<file path="src/rtl/load_ext_pkg.sv">
// Shared encodings for the load-data formatter: access sizes, LWL/LWR selects, buffer states.
package load_ext_pkg;

    localparam logic [1:0] SZ_B = 2'd0;
    localparam logic [1:0] SZ_H = 2'd1;
    localparam logic [1:0] SZ_W = 2'd2;
    localparam logic [1:0] SZ_D = 2'd3;

    localparam logic [1:0] LR_NONE = 2'b00;
    localparam logic [1:0] LR_L    = 2'b10;
    localparam logic [1:0] LR_R    = 2'b01;

    typedef enum logic [1:0] {
        StEmpty,
        StOne,
        StTwo
    } buf_state_e;

endpackage

</file>
<file path="src/rtl/load_ext_fmt.sv">
// Combinational field extract, sign/zero extend and misalign detection for one load beat.
// With LOAD_LR_EN defined, also performs LWL/LWR merging with the old register value.
module load_ext_fmt
    import load_ext_pkg::*;
#(
    parameter int unsigned DATA_W = 32,
    parameter int unsigned OFF_W  = $clog2(DATA_W / 8)
) (
    input  logic [DATA_W-1:0] data_i,
    input  logic [OFF_W-1:0]  off_i,
    input  logic [1:0]        size_i,
    input  logic              uns_i,
`ifdef LOAD_LR_EN
    input  logic [1:0]        lr_i,
    input  logic [DATA_W-1:0] old_i,
`endif
    output logic [DATA_W-1:0] res_o,
    output logic              misalign_o
);

    logic [DATA_W-1:0] shifted;
    logic [DATA_W-1:0] mask;
    logic [DATA_W-1:0] norm;
    logic              sgn;
    logic              mis;

    always_comb begin
        shifted = data_i >> {off_i, 3'b000};
        mask    = '1;
        sgn     = 1'b0;
        mis     = 1'b0;
        unique case (size_i)
            SZ_B: begin
                mask = DATA_W'(8'hFF);
                sgn  = shifted[7];
            end
            SZ_H: begin
                mask = DATA_W'(16'hFFFF);
                sgn  = shifted[15];
                mis  = off_i[0];
            end
            SZ_W: begin
                mask = DATA_W'(32'hFFFF_FFFF);
                sgn  = shifted[31];
                mis  = |off_i[1:0];
            end
            SZ_D: begin
                mask = '1;
                sgn  = shifted[DATA_W-1];
                // A dword cannot exist on a 32-bit beat.
                mis  = (DATA_W != 64) || (|off_i);
            end
            default: ;
        endcase
        norm = (shifted & mask) | ({DATA_W{sgn & ~uns_i}} & ~mask);
        if (mis) begin
            norm = '0;
        end
    end

`ifdef LOAD_LR_EN
    logic [OFF_W+2:0] lsh;
    logic [OFF_W+2:0] rsh;

    always_comb begin
        // N-1-k equals the bitwise complement of k within OFF_W bits.
        lsh        = {~off_i, 3'b000};
        rsh        = {off_i, 3'b000};
        res_o      = norm;
        misalign_o = mis;
        if (lr_i == LR_L) begin
            res_o      = (data_i << lsh) | (old_i & ~({DATA_W{1'b1}} << lsh));
            misalign_o = 1'b0;
        end else if (lr_i == LR_R) begin
            res_o      = (data_i >> rsh) | (old_i & ~({DATA_W{1'b1}} >> rsh));
            misalign_o = 1'b0;
        end
    end
`else
    assign res_o      = norm;
    assign misalign_o = mis;
`endif

endmodule

</file>
<file path="src/rtl/load_ext_pipe.sv">
// Load-data formatter feeding a 2-entry elastic buffer with valid/ready handshaking.
// Optional LWL/LWR merge enabled by defining LOAD_LR_EN.
module load_ext_pipe
    import load_ext_pkg::*;
#(
    parameter int unsigned DATA_W = 32,
    parameter int unsigned TAG_W  = 5,
    parameter int unsigned OFF_W  = $clog2(DATA_W / 8)
) (
    input  logic              clk,
    input  logic              resetn,
    input  logic              flush,
    input  logic              in_valid,
    output logic              in_ready,
    input  logic [DATA_W-1:0] in_data,
    input  logic [OFF_W-1:0]  in_off,
    input  logic [1:0]        in_size,
    input  logic              in_uns,
    input  logic [TAG_W-1:0]  in_tag,
`ifdef LOAD_LR_EN
    input  logic [1:0]        in_lr,
    input  logic [DATA_W-1:0] in_old,
`endif
    output logic              out_valid,
    input  logic              out_ready,
    output logic [DATA_W-1:0] out_data,
    output logic [TAG_W-1:0]  out_tag,
    output logic              out_misalign
);

    typedef struct packed {
        logic [DATA_W-1:0] data;
        logic [TAG_W-1:0]  tag;
        logic              mis;
    } ent_t;

    ent_t       fmt_ent;
    ent_t       head_q, head_d, tail_q, tail_d;
    buf_state_e state_q, state_d;
    logic       in_ready_q, out_valid_q;
    logic       push, pop;

    load_ext_fmt #(
        .DATA_W (DATA_W),
        .OFF_W  (OFF_W)
    ) u_fmt (
        .data_i     (in_data),
        .off_i      (in_off),
        .size_i     (in_size),
        .uns_i      (in_uns),
`ifdef LOAD_LR_EN
        .lr_i       (in_lr),
        .old_i      (in_old),
`endif
        .res_o      (fmt_ent.data),
        .misalign_o (fmt_ent.mis)
    );

    assign fmt_ent.tag = in_tag;

    // A beat coinciding with flush is dropped.
    assign push = in_valid && in_ready_q && !flush;
    assign pop  = out_valid_q && out_ready;

    always_comb begin
        state_d = state_q;
        head_d  = head_q;
        tail_d  = tail_q;
        unique case (state_q)
            StEmpty: begin
                if (push) begin
                    head_d  = fmt_ent;
                    state_d = StOne;
                end
            end
            StOne: begin
                if (push && !pop) begin
                    tail_d  = fmt_ent;
                    state_d = StTwo;
                end else if (pop && !push) begin
                    state_d = StEmpty;
                end else if (push && pop) begin
                    head_d = fmt_ent;
                end
            end
            StTwo: begin
                if (pop) begin
                    head_d  = tail_q;
                    state_d = StOne;
                end
            end
            default: state_d = StEmpty;
        endcase
        if (flush) begin
            state_d = StEmpty;
        end
    end

    always_ff @(posedge clk or negedge resetn) begin
        if (!resetn) begin
            state_q     <= StEmpty;
            head_q      <= '0;
            tail_q      <= '0;
            in_ready_q  <= 1'b1;
            out_valid_q <= 1'b0;
        end else begin
            state_q     <= state_d;
            head_q      <= head_d;
            tail_q      <= tail_d;
            in_ready_q  <= (state_d != StTwo);
            out_valid_q <= (state_d != StEmpty);
        end
    end

    assign in_ready     = in_ready_q;
    assign out_valid    = out_valid_q;
    assign out_data     = head_q.data;
    assign out_tag      = head_q.tag;
    assign out_misalign = head_q.mis;

endmodule
</file>
<file path="config.mk">
export PLATFORM = sky130hd
export DESIGN_NAME = load_ext_pipe
export DESIGN_NICKNAME = d
export VERILOG_FILES = /design/src/rtl/load_ext_pkg.sv /design/src/rtl/load_ext_fmt.sv /design/src/rtl/load_ext_pipe.sv
export SDC_FILE = /design/constraint.sdc
export NUM_CORES = 1
export LEC_CHECK = 0
export CAP_MARGIN = 20
export CORE_MARGIN = 2
export CORE_UTILIZATION = 45
export CTS_CLUSTER_SIZE = 8
export DETAILED_ROUTE_END_ITERATION = 16
export PLACE_DENSITY = 0.76
export SKIP_CTS_REPAIR_TIMING = 1
export SLEW_MARGIN = 20
export SYNTH_ARGS = -nofsm -noshare
export SYNTH_HDL_FRONTEND = slang
export SYNTH_SLANG_ARGS = --single-unit
</file>
<file path="constraint.sdc">
create_clock -name clk -period 1.9 [get_ports clk]
set_input_delay 0.19 -clock clk [delete_from_list [all_inputs] [get_ports clk]]
set_output_delay 0.19 -clock clk [all_outputs]
set_load 0.02 [all_outputs]
</file>
==> summary.md <==
| Metric | Value |
|---|---|
| Commonest register cell after synthesis | dfrtp_1 |
| LEAKAGE | 2.41 nW |
| FILL cells | 706 |
| Die height | 99.3 um |
| CTS max path bufs | 2 |
| Most common cell after layout, fill and taps aside | clkdlybuf4s50_1 |
| Finish-stage setup viols | 0 |
| CTS H-Tree Depth | 3 |
| Final net count | 557 |
| Routed vias | 3696 |
| CTS sink cnt | 80 |
| Syn_nets | 445 |
| Crit share post-route | 97.2% |
| CP max stage cell | clkdlybuf4s50_1 |
| Tmin final | 1.85 ns |
| Residual DRC | 0 |
| Status | finished, final reports clean |
| Max-cap viol count | 0 |
| Worst Path Buf+Inv | 1 |
| Yosys reg bits | 80 |
| Overall Global Routing Usage | 24.0% |
| Layout cell share with drive strength beyond 1 | 19.2% |
| Largest net degree at the start of global routing | 49 |
| Die X | 99.3 um |
| Clk Latency, worst-skew pair | 0.36 ns |
| Crit. End Element | flip-flop |
| Mapped Cells | 398 |
| Post-DRT Antenna Nets | 0 |
| Placed Area | 0.00538 mm^2 |
| Die area | 0.00987 mm^2 |
| Routed vias/inst | 5.93 |
| Sequential share of the synthesized area | 49.0% |
| FF-to-FF Start | in_ready |
| Pre-Repair DR Iteration Count | 5 |
| I/O pin total | 87 |
| Slew Viols, Final | 0 |
| Total gr overflow | 0 |
| Row count | 34 |
| Area delta synth->final | 37.3% |
| Critical path data arrival time | 2.09 ns |
| CTS root buf | clkbuf_8 |
| Maximum vdd drop | 0.000420 V |
| CP Capture Point | out_data[15] |
| CTS buffer count | 9 |
| Critical setup path kind | in -> reg |
| Starting DRT DRC Count | 246 |
| CTS tree | yes |
| Initial antenna violation count | 0 |
| Hold Fails Final Rpt | 0 |
| FF-to-FF End | out_data[9] |
| Dpl cells | 606 |
| Ant diodes | 0 |
| Worst-path fanout max | 9 |
| Placement Setup Slack | -0.343 ns |
| Clk slew on worst S/H paths | 0.09 ns |
| Setup ws final | 0.0529 ns |
| Hold crit path type | in -> async |
| Slew headroom | 68.3% |
| R2R depth | 5 |
| WL final | 11700 um |
| FFs w/ async S/R, synth | 100% |
| R2R setup slack | 0.19 ns |
| Core Region | 0.00876 mm^2 |
| Top cell family by delay on the critical path | multiplexers |
| Distinct cells, synth | 42 |
| Yosys warns | 0 |
| Routed WL per cell | 18.7 um |
| Total Neg Setup Slack | 0 ns |
| Port bufs | 86 |
| GPL Wtd Cong | 0.911 |
| Global-route wire length before repair | 18600 um |
| Post-Layout Cell Count | 623 |
| Vias in the first global route | 3645 |
| Mapped Avg Cell Area | 10.3 um^2 |
| Commonest non-fill, non-tap cells in the layout | 85 x clkdlybuf4s50_1, 79 x dfrtp_1, 43 x buf_4, 38 x nand2_1, 34 x a21oi_1 |
| Crit path from | in_off[0] |
| CP cell instances | clkdlybuf4s50_1 > mux4_2 > a21o_4 > a32o_1 > mux2_2 |
| Crit-path max cell delay | 0.56 ns |
| Skew final | 0.00876 ns |
| Initial core utilization | 46.7% |
| Pwr/cell area | 923 mW/mm^2 |
| Final Power | 5.18 mW |
| Slew @ Worst Pin | 0.476 ns |
| DPL Wire Length | 8440 um |
| Cell area after layout | 0.00561 mm^2 |
| Startpoint types | input port |
| FMAX | 0.541 GHz |
| Req. time, crit path | 2.14 ns |
| WP depth | 5 |
| Mapped cell area | 0.00409 mm^2 |
| EDFF count, synth | 0 |
==> final cells by class <==
type / instances / area (um^2) / share of cell area [%]
flip-flops and latches: 80 / 2000 / 35.7
multi-input cells: 277 / 1920 / 34.2
repair buffers: 137 / 1340 / 23.8
well taps: 108 / 135 / 2.41
clock buffers: 9 / 124 / 2.21
clock inverters: 7 / 77.6 / 1.38
inverters: 5 / 18.8 / 0.334
==> state kept, by name (all words and copies together), names as in the netlist <==
name,count
in_ready,1
out_data,32
out_valid,1
tail_q,38
out_tag,5
out_misalign,1
state_q,2
==> worst min-delay path by stage <==
stage / start / endpoint / slack, ns / depth (start not counted)
floorplan: resetn / out_data[0] / -0.11 / 0
global placement: resetn / tail_q[3] / 0.18 / 1
detailed placement: resetn / tail_q[3] / 0.19 / 1
CTS: resetn / tail_q[13] / -0.21 / 1
global route: resetn / tail_q[13] / 0.37 / 2
finish: resetn / tail_q[13] / 0.32 / 2
==> routing by layer <==
layer  vias to the layer above  routed length (um)  global-route usage [%]
met5                         -                   0                       0
met4                         0                 246                    8.01
met3                        22                 845                    4.43
met2                       172                5640                    39.8
met1                      1805                4920                    32.1
li1                       1697                   -                       -
==> power breakdown <==
group | leakage [nW] | switching, mW | internal, mW
sequential | 1.03 | 0.239 | 2.12
combinational | 1.27 | 0.736 | 0.775
clock | 0.106 | 0.688 | 0.624
==> worst register-to-register path, delay by kind of cell, from the launching register on <==
kind	cells	cell delay, ns
buf+inv	1	0.17
flops	1	0.56
mux	1	0.36
simple gates	3	0.51
==> cell usage after synthesis, types with 5 or more instances <==
cell type / count / area (um^2)
a21oi_1: 34 / 170
nand3_1: 22 / 110
and2_1: 5 / 31.3
a22oi_1: 16 / 120
mux4_2: 8 / 180
nor2_1: 18 / 67.6
a22o_1: 8 / 70.1
dfrtp_1: 79 / 1980
o211ai_1: 24 / 180
inv_1: 5 / 18.8
nand3b_1: 9 / 67.6
mux2_2: 16 / 180
clkbuf_1: 20 / 75.1
buf_2: 8 / 40.0
a32o_1: 8 / 80.1
nand2_1: 38 / 143
buf_1: 5 / 18.8
mux2i_1: 14 / 140
o21ai_1: 30 / 150
==> per-stage QoR <==
| stage | hold slack, ns | util, % |
|---|---|---|
| after CTS | -0.211 | 63.7 |
| after global placement | 0.179 | 61.4 |
| final | 0.323 | 64.0 |
| after detailed placement | 0.188 | 61.4 |
| after floorplan | -0.106 | - |
| after global routing | 0.368 | 64.0 |
==> kinds of logic (layout without fill, tap and decap cells) <==
family	after synthesis	in the layout	synth area share, %
compound gates	133	133	21.1
simple gates	105	105	12.9
flops	80	80	49.0
buf+inv	41	158	4.47
mux	39	39	12.5
No activity file was read; power rests on OpenSTA's default activity.
